==> src/rtl/uart_pkg.sv <==
// uart_pkg: shared definitions for the configurable UART transmitter.
//   tx_state_e   - transmitter FSM states
//   PAR_*        - parity-mode encodings for the PARITY parameter
//   parity_bit() - parity bit for a zero-extended data word
package uart_pkg;

    typedef enum logic [2:0] {
        StIdle,
        StStart,
        StData,
        StParity,
        StStop
    } tx_state_e;

    localparam int unsigned PAR_NONE = 0;
    localparam int unsigned PAR_ODD  = 1;
    localparam int unsigned PAR_EVEN = 2;

    // Data must be zero-extended to 9 bits so padding adds no ones.
    function automatic logic parity_bit(input logic [8:0] data, input int unsigned mode);
        logic ones_odd;
        ones_odd = ^data;
        return (mode == PAR_ODD) ? ~ones_odd : ones_odd;
    endfunction

endpackage

==> src/rtl/uart_sync_fifo.sv <==
// uart_sync_fifo: single-clock show-ahead FIFO.
//   clk_i, rst_i         - clock, synchronous active-high reset
//   wr_en_i, wr_data_i   - push request and data (ignored when full)
//   rd_en_i, rd_data_o   - pop request; rd_data_o always shows the head entry
//   full_o, empty_o      - occupancy flags
//   level_o              - number of entries held
module uart_sync_fifo #(
    parameter int unsigned Width = 8,
    parameter int unsigned Depth = 4
) (
    input  logic                     clk_i,
    input  logic                     rst_i,
    input  logic                     wr_en_i,
    input  logic [Width-1:0]         wr_data_i,
    input  logic                     rd_en_i,
    output logic [Width-1:0]         rd_data_o,
    output logic                     full_o,
    output logic                     empty_o,
    output logic [$clog2(Depth):0]   level_o
);

    localparam int unsigned AddrW  = $clog2(Depth);
    localparam int unsigned LevelW = AddrW + 1;

    logic [Width-1:0]  mem_q [Depth];
    logic [AddrW-1:0]  wr_ptr_q, wr_ptr_d;
    logic [AddrW-1:0]  rd_ptr_q, rd_ptr_d;
    logic [LevelW-1:0] level_q, level_d;
    logic              do_wr;
    logic              do_rd;

    assign full_o    = (level_q == LevelW'(Depth));
    assign empty_o   = (level_q == '0);
    assign level_o   = level_q;
    assign rd_data_o = mem_q[rd_ptr_q];

    // Full blocks a write even when a pop happens in the same cycle.
    assign do_wr = wr_en_i && !full_o;
    assign do_rd = rd_en_i && !empty_o;

    // Depth is a power of two, so pointers wrap naturally.
    always_comb begin
        wr_ptr_d = wr_ptr_q;
        rd_ptr_d = rd_ptr_q;
        level_d  = level_q;
        if (do_wr) begin
            wr_ptr_d = wr_ptr_q + 1'b1;
        end
        if (do_rd) begin
            rd_ptr_d = rd_ptr_q + 1'b1;
        end
        case ({do_wr, do_rd})
            2'b10:   level_d = level_q + 1'b1;
            2'b01:   level_d = level_q - 1'b1;
            default: level_d = level_q;
        endcase
    end

    always_ff @(posedge clk_i) begin
        if (rst_i) begin
            wr_ptr_q <= '0;
            rd_ptr_q <= '0;
            level_q  <= '0;
        end else begin
            wr_ptr_q <= wr_ptr_d;
            rd_ptr_q <= rd_ptr_d;
            level_q  <= level_d;
        end
    end

    always_ff @(posedge clk_i) begin
        if (do_wr) begin
            mem_q[wr_ptr_q] <= wr_data_i;
        end
    end

endmodule

==> src/rtl/uart_tx_cfg.sv <==
// uart_tx_cfg: parameterised UART transmitter with an input FIFO.
//   sys_clk, sys_rst    - clock, synchronous active-high reset
//   in_data, in_valid   - producer word and strobe; accepted when in_ready is high
//   in_ready            - FIFO not full
//   tx                  - registered serial line, idle high
//   busy                - frame on the line or words queued
//   fifo_level          - FIFO occupancy
module uart_tx_cfg
    import uart_pkg::*;
#(
    parameter int unsigned CLK_DIV    = 5208,
    parameter int unsigned DATA_BITS  = 8,
    parameter int unsigned PARITY     = 0,
    parameter int unsigned STOP_BITS  = 1,
    parameter int unsigned FIFO_DEPTH = 4
) (
    input  logic                          sys_clk,
    input  logic                          sys_rst,
    input  logic [DATA_BITS-1:0]          in_data,
    input  logic                          in_valid,
    output logic                          in_ready,
    output logic                          tx,
    output logic                          busy,
    output logic [$clog2(FIFO_DEPTH):0]   fifo_level
);

    localparam int unsigned CntW = $clog2(CLK_DIV);

    tx_state_e            state_q, state_d;
    logic [CntW-1:0]      cnt_q, cnt_d;
    logic [3:0]           bit_idx_q, bit_idx_d;
    logic [DATA_BITS-1:0] shift_q, shift_d;
    logic                 par_q, par_d;
    logic                 tx_q, tx_d;
    logic                 frame_q;

    logic                 pop;
    logic                 fifo_empty;
    logic                 fifo_full;
    logic [DATA_BITS-1:0] head;
    logic                 bit_end;
    logic                 last_data;
    logic                 last_stop;

    uart_sync_fifo #(
        .Width (DATA_BITS),
        .Depth (FIFO_DEPTH)
    ) u_fifo (
        .clk_i     (sys_clk),
        .rst_i     (sys_rst),
        .wr_en_i   (in_valid),
        .wr_data_i (in_data),
        .rd_en_i   (pop),
        .rd_data_o (head),
        .full_o    (fifo_full),
        .empty_o   (fifo_empty),
        .level_o   (fifo_level)
    );

    assign in_ready = !fifo_full;
    assign tx       = tx_q;
    // frame_q covers the cycle where tx still shows the last stop bit after the FSM idles.
    assign busy     = (state_q != StIdle) || frame_q || !fifo_empty;

    assign bit_end   = (cnt_q == CntW'(CLK_DIV - 1));
    assign last_data = (bit_idx_q == 4'(DATA_BITS - 1));
    assign last_stop = (bit_idx_q == 4'(STOP_BITS - 1));

    // tx_d is the line value for the current state; registering it delays the
    // whole frame by one cycle uniformly, so every bit still spans CLK_DIV cycles.
    always_comb begin
        state_d   = state_q;
        bit_idx_d = bit_idx_q;
        shift_d   = shift_q;
        par_d     = par_q;
        pop       = 1'b0;
        tx_d      = 1'b1;

        if (state_q == StIdle || bit_end) begin
            cnt_d = '0;
        end else begin
            cnt_d = cnt_q + 1'b1;
        end

        case (state_q)
            StIdle: begin
                tx_d = 1'b1;
                if (!fifo_empty) begin
                    pop     = 1'b1;
                    state_d = StStart;
                end
            end
            StStart: begin
                tx_d = 1'b0;
                if (bit_end) begin
                    state_d   = StData;
                    bit_idx_d = '0;
                end
            end
            StData: begin
                tx_d = shift_q[0];
                if (bit_end) begin
                    shift_d = shift_q >> 1;
                    if (last_data) begin
                        bit_idx_d = '0;
                        state_d   = (PARITY == PAR_NONE) ? StStop : StParity;
                    end else begin
                        bit_idx_d = bit_idx_q + 1'b1;
                    end
                end
            end
            StParity: begin
                tx_d = par_q;
                if (bit_end) begin
                    bit_idx_d = '0;
                    state_d   = StStop;
                end
            end
            StStop: begin
                tx_d = 1'b1;
                if (bit_end) begin
                    if (last_stop) begin
                        bit_idx_d = '0;
                        if (!fifo_empty) begin
                            pop     = 1'b1;
                            state_d = StStart;
                        end else begin
                            state_d = StIdle;
                        end
                    end else begin
                        bit_idx_d = bit_idx_q + 1'b1;
                    end
                end
            end
            default: begin
                state_d = StIdle;
            end
        endcase

        // Capturing the word at pop time isolates the frame from later FIFO traffic.
        if (pop) begin
            shift_d = head;
            par_d   = parity_bit(9'(head), PARITY);
        end
    end

    always_ff @(posedge sys_clk) begin
        if (sys_rst) begin
            state_q   <= StIdle;
            cnt_q     <= '0;
            bit_idx_q <= '0;
            shift_q   <= '0;
            par_q     <= 1'b0;
            tx_q      <= 1'b1;
            frame_q   <= 1'b0;
        end else begin
            state_q   <= state_d;
            cnt_q     <= cnt_d;
            bit_idx_q <= bit_idx_d;
            shift_q   <= shift_d;
            par_q     <= par_d;
            tx_q      <= tx_d;
            frame_q   <= (state_q != StIdle);
        end
    end

endmodule

==> config.mk <==
export PLATFORM = sky130hd
export DESIGN_NAME = uart_tx_cfg
export DESIGN_NICKNAME = d
export VERILOG_FILES = /design/src/rtl/uart_pkg.sv /design/src/rtl/uart_sync_fifo.sv /design/src/rtl/uart_tx_cfg.sv
export SDC_FILE = /design/constraint.sdc
export NUM_CORES = 1
export LEC_CHECK = 0
export BUFFER_PORTS_ARGS = -buffer_cell sky130_fd_sc_hd__buf_2
export CORE_MARGIN = 3
export CORE_UTILIZATION = 40
export CTS_CLUSTER_DIAMETER = 30
export DETAILED_ROUTE_END_ITERATION = 6
export PLACE_DENSITY = 0.57
export REMOVE_ABC_BUFFERS = 1
export SYNTH_ARGS = -nofsm -noshare
export SYNTH_HDL_FRONTEND = slang
export SYNTH_HIERARCHICAL = 1
export SYNTH_SLANG_ARGS = --single-unit
==> constraint.sdc <==
create_clock -name sys_clk -period 3.9 [get_ports sys_clk]
set_input_delay 0.195 -clock sys_clk [delete_from_list [all_inputs] [get_ports sys_clk]]
set_output_delay 0.195 -clock sys_clk [all_outputs]
set_load 0.05 [all_outputs]
==> results of run 1 <==
==> per-stage QoR <==
stage	util [%]	setup slack, ns	total power [mW]	cells	hold slack, ns
2_1_floorplan	-	0.913	1.52	282	0.264
3_3_place_gp	44.2	0.941	1.68	401	0.410
3_5_place_dp	44.2	0.857	1.69	401	0.413
4_1_cts	47.2	0.835	2.39	417	0.0446
5_1_grt	47.2	0.465	2.52	417	0.0531
6_report	47.2	0.825	2.36	417	0.0645
==> critical path, stage by stage (launching register included) <==
cell,delay [ns]
dfxtp_1,0.34
inv_1,0.08
ha_1,0.14
nor3b_1,0.44
nand3_1,0.17
o21a_1,0.32
inv_1,0.16
o31ai_2,0.10
inv_1,0.07
ha_1,0.17
inv_1,0.06
fa_1,0.37
xor2_1,0.16
or3_1,0.30
a21oi_1,0.13
==> placed cells by master (no fill, tap or decap), drive strengths merged, types with 2 or more instances in the layout <==
cell type,instances
bufinv,3
nor2,27
nand2,12
nand4,5
dfxtp,40
o211ai,2
mux4,8
nand2b,4
inv,16
ha,8
nor2b,2
xnor2,13
and3,3
or3,6
nor3,11
nand3b,2
mux2i,9
clkbuf,10
a311o,7
nor3b,5
nand3,9
a31o,2
and2,6
xor2,6
buf,17
o21ai,6
clkinvlp,2
o2111ai,2
and4bb,3
a21oi,22
edfxtp,32
nor4,2
a211oi,2
==> cell type report <==
type	instances	area [um^2]
clock inverters	6	109
flip-flops and latches	72	1760
inverters	16	60.1
clock buffers	10	128
well taps	102	128
fillers	729	4160
multi-input cells	194	1450
repair buffers	17	87.6
==> state kept, by name, indices dropped and copies added, names as in the netlist, named ones only <==
register / cells
shift_q: 8
par_q: 1
u_fifo/mem_q: 32
cnt_q: 13
bit_idx_q: 4
frame_q: 1
u_fifo/rd_ptr_q: 2
u_fifo/wr_ptr_q: 2
state_q: 3
tx: 1
u_fifo/level_o: 3
==> power groups by stage <==
stage | registers (mW) | logic, mW | clock network [mW]
after CTS | 0.990 | 0.686 | 0.716
after floorplan | 1.02 | 0.502 | 0
after detailed placement | 1.01 | 0.681 | 0
final | 0.988 | 0.679 | 0.695
after global routing | 1.00 | 0.764 | 0.748
after global placement | 1.01 | 0.677 | 0
==> per-layer routing <==
metal | part of all wire, % | vias up | global-route usage (%)
li1 | - | 1102 | -
met1 | 47 | 1038 | 17.3
met2 | 48 | 44 | 20.4
met3 | 3.3 | 8 | 3.95
met4 | 1.7 | 0 | 5.54
met5 | 0 | - | 0
==> worst paths after layout <==
path                     start                  to  slack [ns]
setup / recovery  bit_idx_q[0]   u_fifo/level_o[2]        0.83
hold / removal      in_data[6]  u_fifo/mem_q[2][6]        0.06
setup reg to reg  bit_idx_q[0]   u_fifo/level_o[2]        0.83
hold reg to reg     shift_q[7]          shift_q[7]        0.47
==> cells by family (layout without fill, tap and decap cells) <==
family	count (synthesis)	count (layout)	synth area share, %
DFF	72	72	52.9
muxes	17	17	8.12
adders and majority gates	9	9	3.61
and+or+nand+nor	101	101	17.0
AOI/OAI and AO/OA	48	48	9.85
buffers and inverters	30	49	3.53
xor gates and xnor gates	19	19	5.00
==> results.ini, run 1 <==
[timing]
rsz0062_at_grt = false
relSlewSlack_pct = 60.1
max_freq_mhz = 325
finalClockSkew_ns = 0.00873
hold_violations = 0
worst_pin_slew_ns = 0.594
final.period_utilization_pct = 78.8
setup_viol = 0
final.setup.tns_ns = 0
slew_violations = 0
period_minus_slack_ns = 3.07

[synthesis]
synth_top_area_cell = edfxtp_1
synthFlopType = dfxtp_1
synth_top_area_share_pct = 28.9
syn_avg_cell_area_um2 = 11.2
synth_seq_cells = 72
yosysWarnings = 6
syn_inst = 296
yosysSeqAreaShare_pct = 52.9
synthArstFlopShare_pct = 0
synth_edf_count = 32
yosysMostFrequentCell = dfxtp_1
synthesis.area_um2 = 3330
synth_area_leaders = edfxtp_1 (29%), dfxtp_1 (24%), mux4_2 (5.4%), xnor2_1 (3.4%), a21oi_1 (3.3%)
synth_common_cells = dfxtp_1 (40), edfxtp_1 (32), nor2_1 (27)
ys_types = 46

[placed_design]
dp_hpwl_um = 4090
gp_congestion = 0.776
placed_cell_area_um2 = 3490
port_buffers = 16

[clocking]
root_buffer = clkbuf_8
clk_pin_slew_ns = 0.08
cts-buffers-inserted = 9
clk_latency_ns = 0.34
cts_hold_buf = 0
clock_path_buffers = 2
post_cts_buffers = 0
cts_resized = 0
cts.htree.levels = 3
tritoncts = built
cts.sinks = 72

[route]
vias = 2192
wl_per_cell_um = 14.0
drc = 0
wirelength_um = 5850
antenna_left = 0
drtIter0Drc = 97
drtPass1Iterations = 5
viasPerCell = 5.26

[setup_path]
crit_path_max_fanout = 10
required_ns = 4.17
end_kind = register
critical_path_class = register to register
critPathLaunchType = register
r2r_cells = 14
worstPathArrival_ns = 3.34

[final_layout]
drive_gt1_share_pct = 15.9
diodes = 0
nets = 330
area_growth_pct = 11.8
fin_area_um2 = 3720

[run]
drv_cap = 0

[outcome]
run_status = finished, final reports clean

[pwr]
swShare_pct = 32.1
p_int_mw = 1.60
power_switching_uw = 758
powerDensity_nw_per_um2 = 634
pwr-share-comb_pct = 28.8
p_clk_share_pct = 29.4
power_frac_seq_pct = 41.8
p_leak_nw = 1.32
ir_drop_v = 0.000285

[floorplan]
num_io_pins = 17
start_util_pct = 42.2
die_x_um = 97.2
rows = 32
die_area_um2 = 9450
dieHeight_um = 97.2
core_area_um2 = 7890

[hold_path]
hold_depth = 1
hold_class = input port to register

[global_route]
grt_first_pass_wirelength_um = 9960
grt_max_degree = 26
overflow = 0
grt_pass1_vias = 2052
antenna_found_initial = 0
grt_usage_pct = 13.2

Note: power is estimated with default switching activity, not from simulation.
==> run 2: changes to the inputs <==
- ABC_AREA: unset -> 1
- PLACE_DENSITY: 0.57 -> 0.59
- clock period: 3.9 -> 2.5 ns (I/O delays scaled with it)
==> run 2 against run 1 <==
Final area rose by 8.0%. Global-route usage increased by 1.1 points. Wire length up 12%. Highest routed layer unchanged.
==> results.ini, run 2 <==
[global_route]
busiest_layer = met2
grt_pass1_vias = 2534  ; +23%
met2_usage_pct = 25.1  ; +4.7 points
grt_first_pass_wirelength_um = 11300  ; +14%
overflow = 0  ; unchanged
use_met3_pct = 3.82  ; -0.13 points
grt_max_degree = 20  ; -23%
grt_usage_pct = 14.3  ; +1.1 points
gr-usage-met1_pct = 16.7  ; -0.54 points
antenna_found_initial = 0  ; unchanged

[setup_path]
crit_path_max_fanout = 4  ; -6
worstPathArrival_ns = 2.45  ; -0.89 ns
crit_chain = nor2_2, nand2_2, inv_1, inv_1, nand3_1, nor2_2, nand3_4, nand2_4, nand2_1, inv_1, ha_1, inv_1, fa_2, nand2_1, nand3_1, nor2_1, nor2_1
cp_slowest_cell = dfxtp_1
required_ns = 2.74  ; -1.43 ns
critical_path_class = register to register
critPathLaunchType = register
crit_buf_inv = 4  ; unchanged
end_kind = register
cp_top_family = simple AND/OR/NAND/NOR gates
cpPeakStageDelay_ns = 0.38  ; -0.06 ns
cpMostUsedCell = inv_1

[clocking]
root_buffer = clkbuf_8
clk_latency_ns = 0.34  ; about the same
clk_pin_slew_ns = 0.08  ; about the same
cts.sinks = 72  ; unchanged
cts.htree.levels = 3  ; unchanged
cts-buffers-inserted = 9  ; unchanged
clock_path_buffers = 2  ; unchanged
tritoncts = built

[timing]
period_minus_slack_ns = 2.21  ; -0.862 ns
final.period_utilization_pct = 88.5  ; +9.7 points
finalClockSkew_ns = 0.00987  ; +0.00113 ns
max_freq_mhz = 452  ; +39%
whs_ns = 0.0926  ; +0.0280 ns
relSlewSlack_pct = 69.8  ; +9.7 points
hold_violations = 0  ; unchanged
setup_viol = 0  ; unchanged
worst_pin_slew_ns = 0.453  ; -0.141 ns
final.setup.tns_ns = 0  ; unchanged
rsz0062_at_grt = false
slew_violations = 0  ; unchanged

[placed_design]
placed_cells = 535  ; +33%
placed_cell_area_um2 = 3740  ; +7.2%
gp_congestion = 0.870  ; +12%
port_buffers = 16  ; unchanged
dp_hpwl_um = 4630  ; +13%

[floorplan]
dieHeight_um = 99.8  ; +2.7%
die_x_um = 99.8  ; +2.7%
rows = 33  ; +3.1%
die_area_um2 = 9960  ; +5.4%
start_util_pct = 42.0  ; -0.21 points
num_io_pins = 17  ; unchanged
core_area_um2 = 8380  ; +6.3%

[route]
drc = 0  ; unchanged
antenna_left = 0  ; unchanged
wl_per_cell_um = 11.7  ; -17%
drtPass1Iterations = 4  ; -1
viasPerCell = 4.89  ; -7.0%
wirelength_um = 6540  ; +12%
drtIter0Drc = 140  ; +44%
vias = 2734  ; +25%

[outcome]
run_status = finished, final reports clean

[synthesis]
synth_top_area_share_pct = 27.3  ; -1.6 points
synthArstFlopShare_pct = 0  ; unchanged
syn_avg_cell_area_um2 = 8.57  ; -24%
yosysMostFrequentCell = nand2_1
synthesis.area_um2 = 3520  ; +5.7%
synth_common_cells = nand2_1 (68), inv_1 (57), nor2_1 (49)
synthFlopType = dfxtp_1
ys_types = 36  ; -22%
yosysSeqAreaShare_pct = 50.0  ; -2.9 points
synth_seq_cells = 72  ; unchanged
yosysWarnings = 6  ; unchanged
syn_inst = 411  ; +39%
synth_edf_count = 32  ; unchanged
synth_area_leaders = edfxtp_1 (27%), dfxtp_1 (23%), nand2_1 (7.2%), inv_1 (6.1%), nor2_1 (5.2%)
synth_top_area_cell = edfxtp_1

[pwr]
p_leak_nw = 1.63  ; +23%
swShare_pct = 41.6  ; +9.5 points
power_mw = 4.32  ; +83%
ir_drop_v = 0.000584  ; +100%
p_clk_share_pct = 21.0  ; -8.4 points
power_switching_mw = 1.80  ; +140%
power_frac_seq_pct = 35.6  ; -6.2 points
p_int_mw = 2.52  ; +57%
pwr-share-comb_pct = 43.3  ; +14 points
powerDensity_nw_per_um2 = 1070  ; +69%

[final_layout]
drive_gt1_share_pct = 16.3  ; +0.43 points
nFillCells = 821  ; +13%
fin_cells = 559  ; +34%
area_growth_pct = 14.3
largest-register = u_fifo/mem_q
diodes = 0  ; unchanged
nets = 469  ; +42%
final_cell_mix = nand2_1 (68), inv_1 (57), nor2_1 (48)
largest_registers = u_fifo/mem_q: 32 flops, cnt_q: 13 flops, shift_q: 8 flops
fin_area_um2 = 4020  ; +8.0%
final_common_cell = nand2_1
largest_reg_flops = 32  ; unchanged

[hold_path]
hold_class = input port to register

[run]
drv_cap = 0  ; unchanged

[run 2: changes by cell type in the layout (fill, tap and decap cells not counted), sizes merged, moves of 9 or more]
cell / before / now
o21ai: 6 / 27
nand2: 12 / 78
inv: 16 / 61
buf: 17 / 26
nor2: 27 / 56
nand4: 5 / 20
mux2i: 9 / 0
nand3: 9 / 27
[run 2: stage by stage]
step           util [%]  setup WS (ns)
3_5_place_dp       44.6          0.198
3_3_place_gp       44.6          0.285
4_1_cts            47.9          0.180
2_1_floorplan         -         -0.242
5_1_grt            48.0         0.0369
6_report           48.0          0.287
[run 2: layout make-up]
| class | instances | area [um^2] | area share (%) |
|---|---|---|---|
| multi-input cells | 272 | 1470 | 36.5 |
| well taps | 105 | 131 | 3.27 |
| flip-flops and latches | 72 | 1760 | 43.8 |
| clock inverters | 6 | 70.1 | 1.74 |
| repair buffers | 34 | 235 | 5.85 |
| inverters | 60 | 225 | 5.60 |
| clock buffers | 10 | 128 | 3.17 |
[run 2: path summary, 6_finish.rpt]
path                                   startpoint            endpoint  slack, ns  cells past startpoint
worst min register to register           cnt_q[0]            cnt_q[0]       0.47                      1
worst max register to register  u_fifo/level_o[1]   u_fifo/level_o[2]       0.29                     17
worst max-delay path            u_fifo/level_o[1]   u_fifo/level_o[2]       0.29                     17
worst min-delay path                     in_valid  u_fifo/wr_ptr_q[1]       0.09                      3
[run 2: power groups by stage]
stage | clock network, mW | registers (mW) | logic [mW]
6_report | 0.908 | 1.54 | 1.87
5_1_grt | 0.993 | 1.57 | 2.13
2_1_floorplan | 0 | 1.64 | 1.35
3_5_place_dp | 0 | 1.56 | 1.89
3_3_place_gp | 0 | 1.56 | 1.86
4_1_cts | 0.936 | 1.54 | 1.90
[run 2: layer usage]
layer / share of wire [%] / vias up
met3: 2.8 / 10
met4: 1.4 / 0
met5: 0 / -
li1: - / 1443
met1: 47 / 1251
met2: 49 / 30
[run 2: repair_timing]
item                                   in CTS  in global routing
setup endpoints to repair                   0                  1
buffers inserted                            0                  0
resized for setup                           0                  3
endpoints found under the hold margin      32                  0
hold buffers                                8                  0
[run 2: kinds of logic after synthesis]
kind of cell,Yosys count,synth area share (%)
simple gates,190,26.0
flops,72,50.0
buf+inv,67,8.35
compound gates,66,10.5
fa+ha+maj,9,3.41
xor+xnor,7,1.74
[run 2: worst register-to-register path, delay by kind of cell, from the launching register on]
family	cells	cell delay [ns]
fa+ha+maj	2	0.50
simple gates	11	0.95
flops	1	0.38
buf+inv	4	0.28
